### src/rtl/mem_axi_master_if.sv
// mem_axi_master_if: core request/response and AXI4-Lite bus bundle for mem_axi_master
interface mem_axi_master_if;
  logic        req_valid, req_ready, req_we, req_signed;
  logic [31:0] req_addr, req_wdata;
  logic [1:0]  req_size;
  logic        resp_valid, resp_err;
  logic [31:0] resp_rdata;
  logic [31:0] axi_awaddr, axi_wdata, axi_araddr, axi_rdata;
  logic [2:0]  axi_awprot, axi_arprot;
  logic [3:0]  axi_wstrb;
  logic [1:0]  axi_bresp, axi_rresp;
  logic        axi_awvalid, axi_awready, axi_wvalid, axi_wready, axi_bvalid, axi_bready;
  logic        axi_arvalid, axi_arready, axi_rvalid, axi_rready;
  modport master (
    input  req_valid, req_we, req_addr, req_size, req_signed, req_wdata,
    input  axi_awready, axi_wready, axi_bresp, axi_bvalid, axi_arready, axi_rdata, axi_rresp, axi_rvalid,
    output req_ready, resp_valid, resp_rdata, resp_err,
    output axi_awaddr, axi_awvalid, axi_awprot, axi_wdata, axi_wstrb, axi_wvalid, axi_bready,
    output axi_araddr, axi_arvalid, axi_arprot, axi_rready
  );
  modport slave (
    output req_valid, req_we, req_addr, req_size, req_signed, req_wdata,
    output axi_awready, axi_wready, axi_bresp, axi_bvalid, axi_arready, axi_rdata, axi_rresp, axi_rvalid,
    input  req_ready, resp_valid, resp_rdata, resp_err,
    input  axi_awaddr, axi_awvalid, axi_awprot, axi_wdata, axi_wstrb, axi_wvalid, axi_bready,
    input  axi_araddr, axi_arvalid, axi_arprot, axi_rready
  );
endinterface

### src/rtl/mem_axi_master.sv
// mem_axi_master: single-outstanding core load/store to AXI4-Lite master with alignment checks and phase timeout
module mem_axi_master #(
  parameter int TIMEOUT_CYCLES = 1024
) (
  input logic clk,
  input logic rst,
  mem_axi_master_if.master bus
);
  localparam int CW = $clog2(TIMEOUT_CYCLES + 1);
  typedef enum logic [2:0] {IDLE, WADDR_DATA, WRESP, RADDR, RDATA, DONE} state_t;
  state_t      state_q;
  logic [CW-1:0] cnt_q;
  logic [31:0] awaddr_q, araddr_q, wdata_q, rdata_q;
  logic [3:0]  wstrb_q;
  logic [1:0]  off_q, size_q;
  logic        sgn_q, awvalid_q, wvalid_q, bready_q, arvalid_q, rready_q, resp_valid_q, resp_err_q;
  logic        misaligned, aw_ok, w_ok, wait_st, progress, tmo;
  logic [3:0]  strb_d;
  logic [31:0] wdata_d, rext_d;
  logic [15:0] rsh;
  assign bus.req_ready   = state_q == IDLE && !rst;
  assign bus.resp_valid  = resp_valid_q;
  assign bus.resp_rdata  = rdata_q;
  assign bus.resp_err    = resp_err_q;
  assign bus.axi_awaddr  = awaddr_q;
  assign bus.axi_awvalid = awvalid_q;
  assign bus.axi_awprot  = 3'b000;
  assign bus.axi_wdata   = wdata_q;
  assign bus.axi_wstrb   = wstrb_q;
  assign bus.axi_wvalid  = wvalid_q;
  assign bus.axi_bready  = bready_q;
  assign bus.axi_araddr  = araddr_q;
  assign bus.axi_arvalid = arvalid_q;
  assign bus.axi_arprot  = 3'b000;
  assign bus.axi_rready  = rready_q;
  // request decode, load data extraction and phase-progress/timeout detection
  always_comb begin
    misaligned = bus.req_size == 2'd3 || (bus.req_size == 2'd1 && bus.req_addr[0]) ||
                 (bus.req_size == 2'd2 && bus.req_addr[1:0] != 2'b00);
    strb_d  = bus.req_size == 2'd0 ? 4'b0001 << bus.req_addr[1:0] :
              bus.req_size == 2'd1 ? 4'b0011 << bus.req_addr[1:0] : 4'b1111;
    wdata_d = bus.req_size == 2'd0 ? {4{bus.req_wdata[7:0]}} :
              bus.req_size == 2'd1 ? {2{bus.req_wdata[15:0]}} : bus.req_wdata;
    rsh     = 16'(bus.axi_rdata >> {off_q, 3'b000});
    rext_d  = size_q == 2'd0 ? {{24{sgn_q & rsh[7]}}, rsh[7:0]} :
              size_q == 2'd1 ? {{16{sgn_q & rsh[15]}}, rsh} : bus.axi_rdata;
    aw_ok    = !awvalid_q || bus.axi_awready;
    w_ok     = !wvalid_q || bus.axi_wready;
    wait_st  = state_q inside {WADDR_DATA, WRESP, RADDR, RDATA};
    progress = (state_q == WADDR_DATA && aw_ok && w_ok) || (state_q == WRESP && bus.axi_bvalid) ||
               (state_q == RADDR && bus.axi_arready) || (state_q == RDATA && bus.axi_rvalid);
    tmo      = cnt_q == CW'(TIMEOUT_CYCLES - 1);
  end
  // transaction FSM; every bus-facing output is registered here
  always_ff @(posedge clk or posedge rst) begin
    if (rst) begin
      state_q <= IDLE;
      cnt_q <= '0;
      {awaddr_q, araddr_q, wdata_q, rdata_q, wstrb_q, off_q, size_q} <= '0;
      {sgn_q, awvalid_q, wvalid_q, bready_q, arvalid_q, rready_q, resp_valid_q, resp_err_q} <= '0;
    end else if (wait_st && !progress && tmo) begin
      state_q <= DONE;
      cnt_q <= '0;
      {awvalid_q, wvalid_q, bready_q, arvalid_q, rready_q} <= '0;
      resp_valid_q <= 1'b1;
      resp_err_q <= 1'b1;
      rdata_q <= '0;
    end else begin
      cnt_q <= wait_st && !progress ? cnt_q + 1'b1 : '0;
      case (state_q)
        IDLE: if (bus.req_valid) begin
          off_q <= bus.req_addr[1:0];
          size_q <= bus.req_size;
          sgn_q <= bus.req_signed;
          if (misaligned) begin
            state_q <= DONE;
            resp_valid_q <= 1'b1;
            resp_err_q <= 1'b1;
            rdata_q <= '0;
          end else if (bus.req_we) begin
            state_q <= WADDR_DATA;
            awaddr_q <= {bus.req_addr[31:2], 2'b00};
            wdata_q <= wdata_d;
            wstrb_q <= strb_d;
            awvalid_q <= 1'b1;
            wvalid_q <= 1'b1;
          end else begin
            state_q <= RADDR;
            araddr_q <= {bus.req_addr[31:2], 2'b00};
            arvalid_q <= 1'b1;
          end
        end
        WADDR_DATA: begin
          awvalid_q <= awvalid_q && !bus.axi_awready;
          wvalid_q <= wvalid_q && !bus.axi_wready;
          if (aw_ok && w_ok) begin
            state_q <= WRESP;
            bready_q <= 1'b1;
          end
        end
        WRESP: if (bus.axi_bvalid) begin
          state_q <= DONE;
          bready_q <= 1'b0;
          resp_valid_q <= 1'b1;
          resp_err_q <= bus.axi_bresp != 2'b00;
          rdata_q <= '0;
        end
        RADDR: if (bus.axi_arready) begin
          state_q <= RDATA;
          arvalid_q <= 1'b0;
          rready_q <= 1'b1;
        end
        RDATA: if (bus.axi_rvalid) begin
          state_q <= DONE;
          rready_q <= 1'b0;
          resp_valid_q <= 1'b1;
          resp_err_q <= bus.axi_rresp != 2'b00;
          rdata_q <= rext_d;
        end
        DONE: begin
          state_q <= IDLE;
          resp_valid_q <= 1'b0;
        end
        default: state_q <= IDLE;
      endcase
    end
  end
endmodule

### src/flat_wrapper.sv
// flat-port wrapper written by rule: the top's interface ports become plain ports
module mem_axi_master_flat 
#(
  parameter int TIMEOUT_CYCLES = 1024
)
  (clk, rst, bus_req_valid, bus_req_we, bus_req_addr, bus_req_size, bus_req_signed, bus_req_wdata, bus_axi_awready, bus_axi_wready, bus_axi_bresp, bus_axi_bvalid, bus_axi_arready, bus_axi_rdata, bus_axi_rresp, bus_axi_rvalid, bus_req_ready, bus_resp_valid, bus_resp_rdata, bus_resp_err, bus_axi_awaddr, bus_axi_awvalid, bus_axi_awprot, bus_axi_wdata, bus_axi_wstrb, bus_axi_wvalid, bus_axi_bready, bus_axi_araddr, bus_axi_arvalid, bus_axi_arprot, bus_axi_rready);
  mem_axi_master_if bus_i ();
  input logic clk;
  input logic rst;
  input wire logic [$bits(bus_i.req_valid)-1:0] bus_req_valid;
  input wire logic [$bits(bus_i.req_we)-1:0] bus_req_we;
  input wire logic [$bits(bus_i.req_addr)-1:0] bus_req_addr;
  input wire logic [$bits(bus_i.req_size)-1:0] bus_req_size;
  input wire logic [$bits(bus_i.req_signed)-1:0] bus_req_signed;
  input wire logic [$bits(bus_i.req_wdata)-1:0] bus_req_wdata;
  input wire logic [$bits(bus_i.axi_awready)-1:0] bus_axi_awready;
  input wire logic [$bits(bus_i.axi_wready)-1:0] bus_axi_wready;
  input wire logic [$bits(bus_i.axi_bresp)-1:0] bus_axi_bresp;
  input wire logic [$bits(bus_i.axi_bvalid)-1:0] bus_axi_bvalid;
  input wire logic [$bits(bus_i.axi_arready)-1:0] bus_axi_arready;
  input wire logic [$bits(bus_i.axi_rdata)-1:0] bus_axi_rdata;
  input wire logic [$bits(bus_i.axi_rresp)-1:0] bus_axi_rresp;
  input wire logic [$bits(bus_i.axi_rvalid)-1:0] bus_axi_rvalid;
  output wire logic [$bits(bus_i.req_ready)-1:0] bus_req_ready;
  output wire logic [$bits(bus_i.resp_valid)-1:0] bus_resp_valid;
  output wire logic [$bits(bus_i.resp_rdata)-1:0] bus_resp_rdata;
  output wire logic [$bits(bus_i.resp_err)-1:0] bus_resp_err;
  output wire logic [$bits(bus_i.axi_awaddr)-1:0] bus_axi_awaddr;
  output wire logic [$bits(bus_i.axi_awvalid)-1:0] bus_axi_awvalid;
  output wire logic [$bits(bus_i.axi_awprot)-1:0] bus_axi_awprot;
  output wire logic [$bits(bus_i.axi_wdata)-1:0] bus_axi_wdata;
  output wire logic [$bits(bus_i.axi_wstrb)-1:0] bus_axi_wstrb;
  output wire logic [$bits(bus_i.axi_wvalid)-1:0] bus_axi_wvalid;
  output wire logic [$bits(bus_i.axi_bready)-1:0] bus_axi_bready;
  output wire logic [$bits(bus_i.axi_araddr)-1:0] bus_axi_araddr;
  output wire logic [$bits(bus_i.axi_arvalid)-1:0] bus_axi_arvalid;
  output wire logic [$bits(bus_i.axi_arprot)-1:0] bus_axi_arprot;
  output wire logic [$bits(bus_i.axi_rready)-1:0] bus_axi_rready;
  assign bus_i.req_valid = bus_req_valid;
  assign bus_i.req_we = bus_req_we;
  assign bus_i.req_addr = bus_req_addr;
  assign bus_i.req_size = bus_req_size;
  assign bus_i.req_signed = bus_req_signed;
  assign bus_i.req_wdata = bus_req_wdata;
  assign bus_i.axi_awready = bus_axi_awready;
  assign bus_i.axi_wready = bus_axi_wready;
  assign bus_i.axi_bresp = bus_axi_bresp;
  assign bus_i.axi_bvalid = bus_axi_bvalid;
  assign bus_i.axi_arready = bus_axi_arready;
  assign bus_i.axi_rdata = bus_axi_rdata;
  assign bus_i.axi_rresp = bus_axi_rresp;
  assign bus_i.axi_rvalid = bus_axi_rvalid;
  assign bus_req_ready = bus_i.req_ready;
  assign bus_resp_valid = bus_i.resp_valid;
  assign bus_resp_rdata = bus_i.resp_rdata;
  assign bus_resp_err = bus_i.resp_err;
  assign bus_axi_awaddr = bus_i.axi_awaddr;
  assign bus_axi_awvalid = bus_i.axi_awvalid;
  assign bus_axi_awprot = bus_i.axi_awprot;
  assign bus_axi_wdata = bus_i.axi_wdata;
  assign bus_axi_wstrb = bus_i.axi_wstrb;
  assign bus_axi_wvalid = bus_i.axi_wvalid;
  assign bus_axi_bready = bus_i.axi_bready;
  assign bus_axi_araddr = bus_i.axi_araddr;
  assign bus_axi_arvalid = bus_i.axi_arvalid;
  assign bus_axi_arprot = bus_i.axi_arprot;
  assign bus_axi_rready = bus_i.axi_rready;
  mem_axi_master #(.TIMEOUT_CYCLES(TIMEOUT_CYCLES)) u_core (.clk(clk), .rst(rst), .bus(bus_i));
endmodule
### config.mk
export PLATFORM = sky130hd
export DESIGN_NAME = mem_axi_master_flat
export DESIGN_NICKNAME = d
export VERILOG_FILES = /design/src/rtl/mem_axi_master_if.sv /design/src/rtl/mem_axi_master.sv /design/src/flat_wrapper.sv
export SDC_FILE = /design/constraint.sdc
export NUM_CORES = 1
export LEC_CHECK = 0
export CORE_ASPECT_RATIO = 2
export CORE_MARGIN = 2
export CORE_UTILIZATION = 42
export DETAILED_ROUTE_END_ITERATION = 12
export PLACE_DENSITY = 0.76
export SYNTH_ARGS = -nofsm -noshare
export SYNTH_HDL_FRONTEND = slang
export SYNTH_SLANG_ARGS = --single-unit
export TNS_END_PERCENT = 50
### constraint.sdc
create_clock -name clk -period 14.8 [get_ports clk]
set_input_delay 3.7 -clock clk [delete_from_list [all_inputs] [get_ports clk]]
set_output_delay 3.7 -clock clk [all_outputs]
set_load 0.005 [all_outputs]
==> impl_results.md <==
* Mapped Avg Cell Area at ~11 sq um
* Yosys warns at 0
* Library cells used by synthesis at between 50 and 60
* Final Non-Filler Cells at between 1000 and 1500
* Skew-Pair Late Insertion Delay at 0.42 ns
* HP Class: flip-flop to flip-flop
* Inserted Diodes at 0
* Slowest cell delay on critical path at between 0.5 and 0.6 ns
* Register Area at around 0.0039 sq mm
* Clock-pin slew on the worst setup and hold paths at approximately 0.060 ns
* Endpoints failing hold at 0
* Area Growth Syn to Fin at 42.7%
* Worst EP required at 11.10 ns
* CTS Buffer Depth at 2
* Share of cells above drive strength 1 at 13.2%
* Reg2reg start: u_core.state_q[2]
* Sequential area share after synthesis at 52.3%
* Hold path endpoint: u_core.bus.axi_wstrb[0]
* Final WL at 20.3 mm
* Ports at about 260
* Share of power burned in registers at 36.2%
* Post_cts resized at 0
* Pre-antenna DRT Iters at 5
* Cell area after synthesis at 0.00737 sq mm
* Routed via count at 5765
* Worst slew pin tran at around 1.1 ns
* Critical Path Start Type: primary input
* CP dominant cell by count: clkdlybuf4s50_1
* Depth of the CTS H-tree at 4
* Commonest non-fill, non-tap cell in the layout: clkdlybuf4s50_1
* Most used DFF post-synth: dfrtp_1
* Detail Placement HPWL at 14.8 mm
* Internal at 1.40 mW
* Fmax at 0.117 GHz
* Switching part of the total power at 32.2%
* Comb pwr share at 42.5%
* Post-Syn Instances at about 640
* Maxcap violations at 0
* Number of synthesized flops with an enable pin at 0
* Remaining antenna violation count at 0
* Num CTS Buffers at 17
* PD cells at 196 mW/mm^2
* Critical setup path kind: primary input to output port
* Min Tclk post-route at 8.52 ns
* Worst Path Max Fanout at 2
* Setup TNS at 0 ns
* Final setup viols at 0
* Routability cong. at 0.842
* Hold path startpoint: u_core.bus.axi_wstrb[0]
* Layout Nets at 992
* Hold path depth at 2
* Initial antenna violation count at 0
* Pin count of the biggest net entering global routing at about 100
* Commonest cells after routing, fill and taps aside: clkdlybuf4s50_1, dfrtp_1, nand2_1
* RSZ-0062 raised after global routing: no
* Critical path buffers and inverters at 2
* Die Footprint at 0.0187 sq mm
* CTS Hold Bufs at 0
* Grt total ovfl at 0
* R2R Setup Slk at between 10 and 15 ns
* Number of setup buffers added after CTS at 0
* Rel. slew slack at 25.0%
* FFs w/ async S/R, synth at 100%
* FF-to-FF End: u_core.bus.axi_awaddr[2]
* FP Rows at about 70
* Multi-input gate area at ~0.0032 sq mm
* Maximum vdd drop at 128 uV
* Cell leakage power at 4.66 nW
* Run status: finished clean
* Crit-path slowest cell: clkdlybuf4s50_1
* CP endpoint kind: output port
* Layout fillers at 1465
* Die X at between 90 and 100 um
* Clk_skew at a little under 0.01 ns
* TritonCTS clock tree: built
* Drt wl/cell at between 15 and 20 um
* Cell breakdown of the critical path: clkdlybuf4s50_1 > nor2_1 > clkdlybuf4s50_1
* FF+latch count, synth at 154
* Vias in the first global route at approximately 6200
* Drt drc at 0
* Worst reg2reg path depth at 5
* CP Data Arrival Time at 4.82 ns
* Inst Count DP at 1066
* Initial core utilization at 42.9%
* Sink Count at 154
* DR iter-0 viols at between 150 and 200
* Clock Tree Root: clkbuf_16
* Slew Viols, Final at 0
* Number of port buffers at 247
* Clock power frac at a little over a fifth
* Total track usage at 22.0%
* Tcrit/Tclk final at 57.6%
* Switching pwr at 0.663 mW
* Via density at between 5 and 6
* Wire length of the first global-routing pass at 32.6 mm
* Core area at 0.0172 sq mm
* Cell family with most CP delay: buffers and inverters
* Die height at 191 um
==> stage by stage <==
step,power (mW),util [%],hold slack (ns),setup WS [ns],area [sq um]
after detailed placement,1.63,57.7,0.469,6.27,9920
after global placement,1.61,57.7,0.461,6.26,9920
after CTS,2.08,61.2,0.483,6.27,10500
final,2.06,61.2,0.477,6.28,10500
after global routing,2.18,61.2,0.506,6.19,10500
after floorplan,1.14,-,0.468,6.95,7400
==> registers in the layout, summed over array words and instances, names as in the netlist, 2 cells and up <==
signal and cells:
u_core.bus.axi_araddr 30, u_core.bus.axi_awaddr 30, u_core.bus.axi_wdata 32, u_core.bus.axi_wstrb 4, u_core.bus.resp_rdata 32, u_core.cnt_q 11
u_core.off_q 2, u_core.size_q 2, u_core.state_q 3
==> worst max path at each step <==
stage | start | depth (start not counted) | slack (ns) | end
after floorplan | rst | 1 | 6.95 | u_core.bus.axi_araddr[10]
after global placement | rst | 3 | 6.26 | bus_req_ready
after CTS | rst | 3 | 6.27 | bus_req_ready
final | rst | 3 | 6.28 | bus_req_ready
after detailed placement | rst | 3 | 6.27 | bus_req_ready
after global routing | rst | 3 | 6.19 | bus_req_ready
==> cells in the mapped netlist, types with 6 or more instances <==
cell type / count / share of area [%]
o21ai_0: 44 / 3.0
nor2_1: 41 / 2.1
dfrtp_1: 154 / 52
mux2_4: 24 / 4.9
nand3_1: 7 / 0.48
nor2b_1: 19 / 1.6
o211ai_1: 7 / 0.71
nand2_1: 51 / 2.6
mux2i_1: 42 / 5.7
a21oi_1: 27 / 1.8
buf_4: 15 / 1.5
buf_2: 8 / 0.54
and3_1: 7 / 0.59
a22o_1: 19 / 2.3
mux2_2: 48 / 7.3
clkbuf_1: 18 / 0.92
a22oi_1: 7 / 0.71
nand2b_1: 18 / 1.5
o2bb2ai_1: 6 / 0.71
inv_1: 14 / 0.71
==> power groups by stage <==
stage               Clock, mW  Sequential (mW)  Combinational (mW)
global route            0.465            0.772               0.946
global placement            0            0.740               0.867
detailed placement          0            0.747               0.881
CTS                     0.448            0.745               0.886
finish                  0.440            0.745               0.875
floorplan                   0            0.715               0.421
==> cells by family (layout without fill, tap and decap cells) <==
kind of cell    after synthesis  in the layout  synth area share [%]
flops                       154            154                  52.3
mux                         117            117                  18.5
other cells                   1             10                0.0509
xor+xnor                      8              8                 0.951
fa+ha+maj                     5              5                 0.849
buf+inv                      61            299                  4.41
compound gates              132            132                  11.8
simple gates                163            163                  11.1
==> layer usage <==
layer / global-route usage (%) / up-vias / wire, um
met5: 0 / - / 0
met4: 11.2 / 0 / 914
met3: 5.05 / 57 / 1130
met2: 39.7 / 225 / 10900
met1: 23.9 / 2774 / 7380
li1: - / 2709 / -
==> layout make-up <==
class | instances | share of cell area [%]
flip-flops and latches | 154 | 36.6
clock buffers | 20 | 4.34
multi-input cells | 435 | 30.7
clock inverters | 12 | 1.30
repair buffers | 253 | 23.9
inverters | 14 | 0.547
well taps | 210 | 2.50
==> tightest hold or removal path, delay by kind of cell (launching register included) <==
kind | cells | cell delay [ns]
AND/OR/NAND/NOR | 1 | 0.04
flip-flops | 1 | 0.34
AO/OA/AOI/OAI | 1 | 0.05
Note: power is estimated with default switching activity, not from simulation.
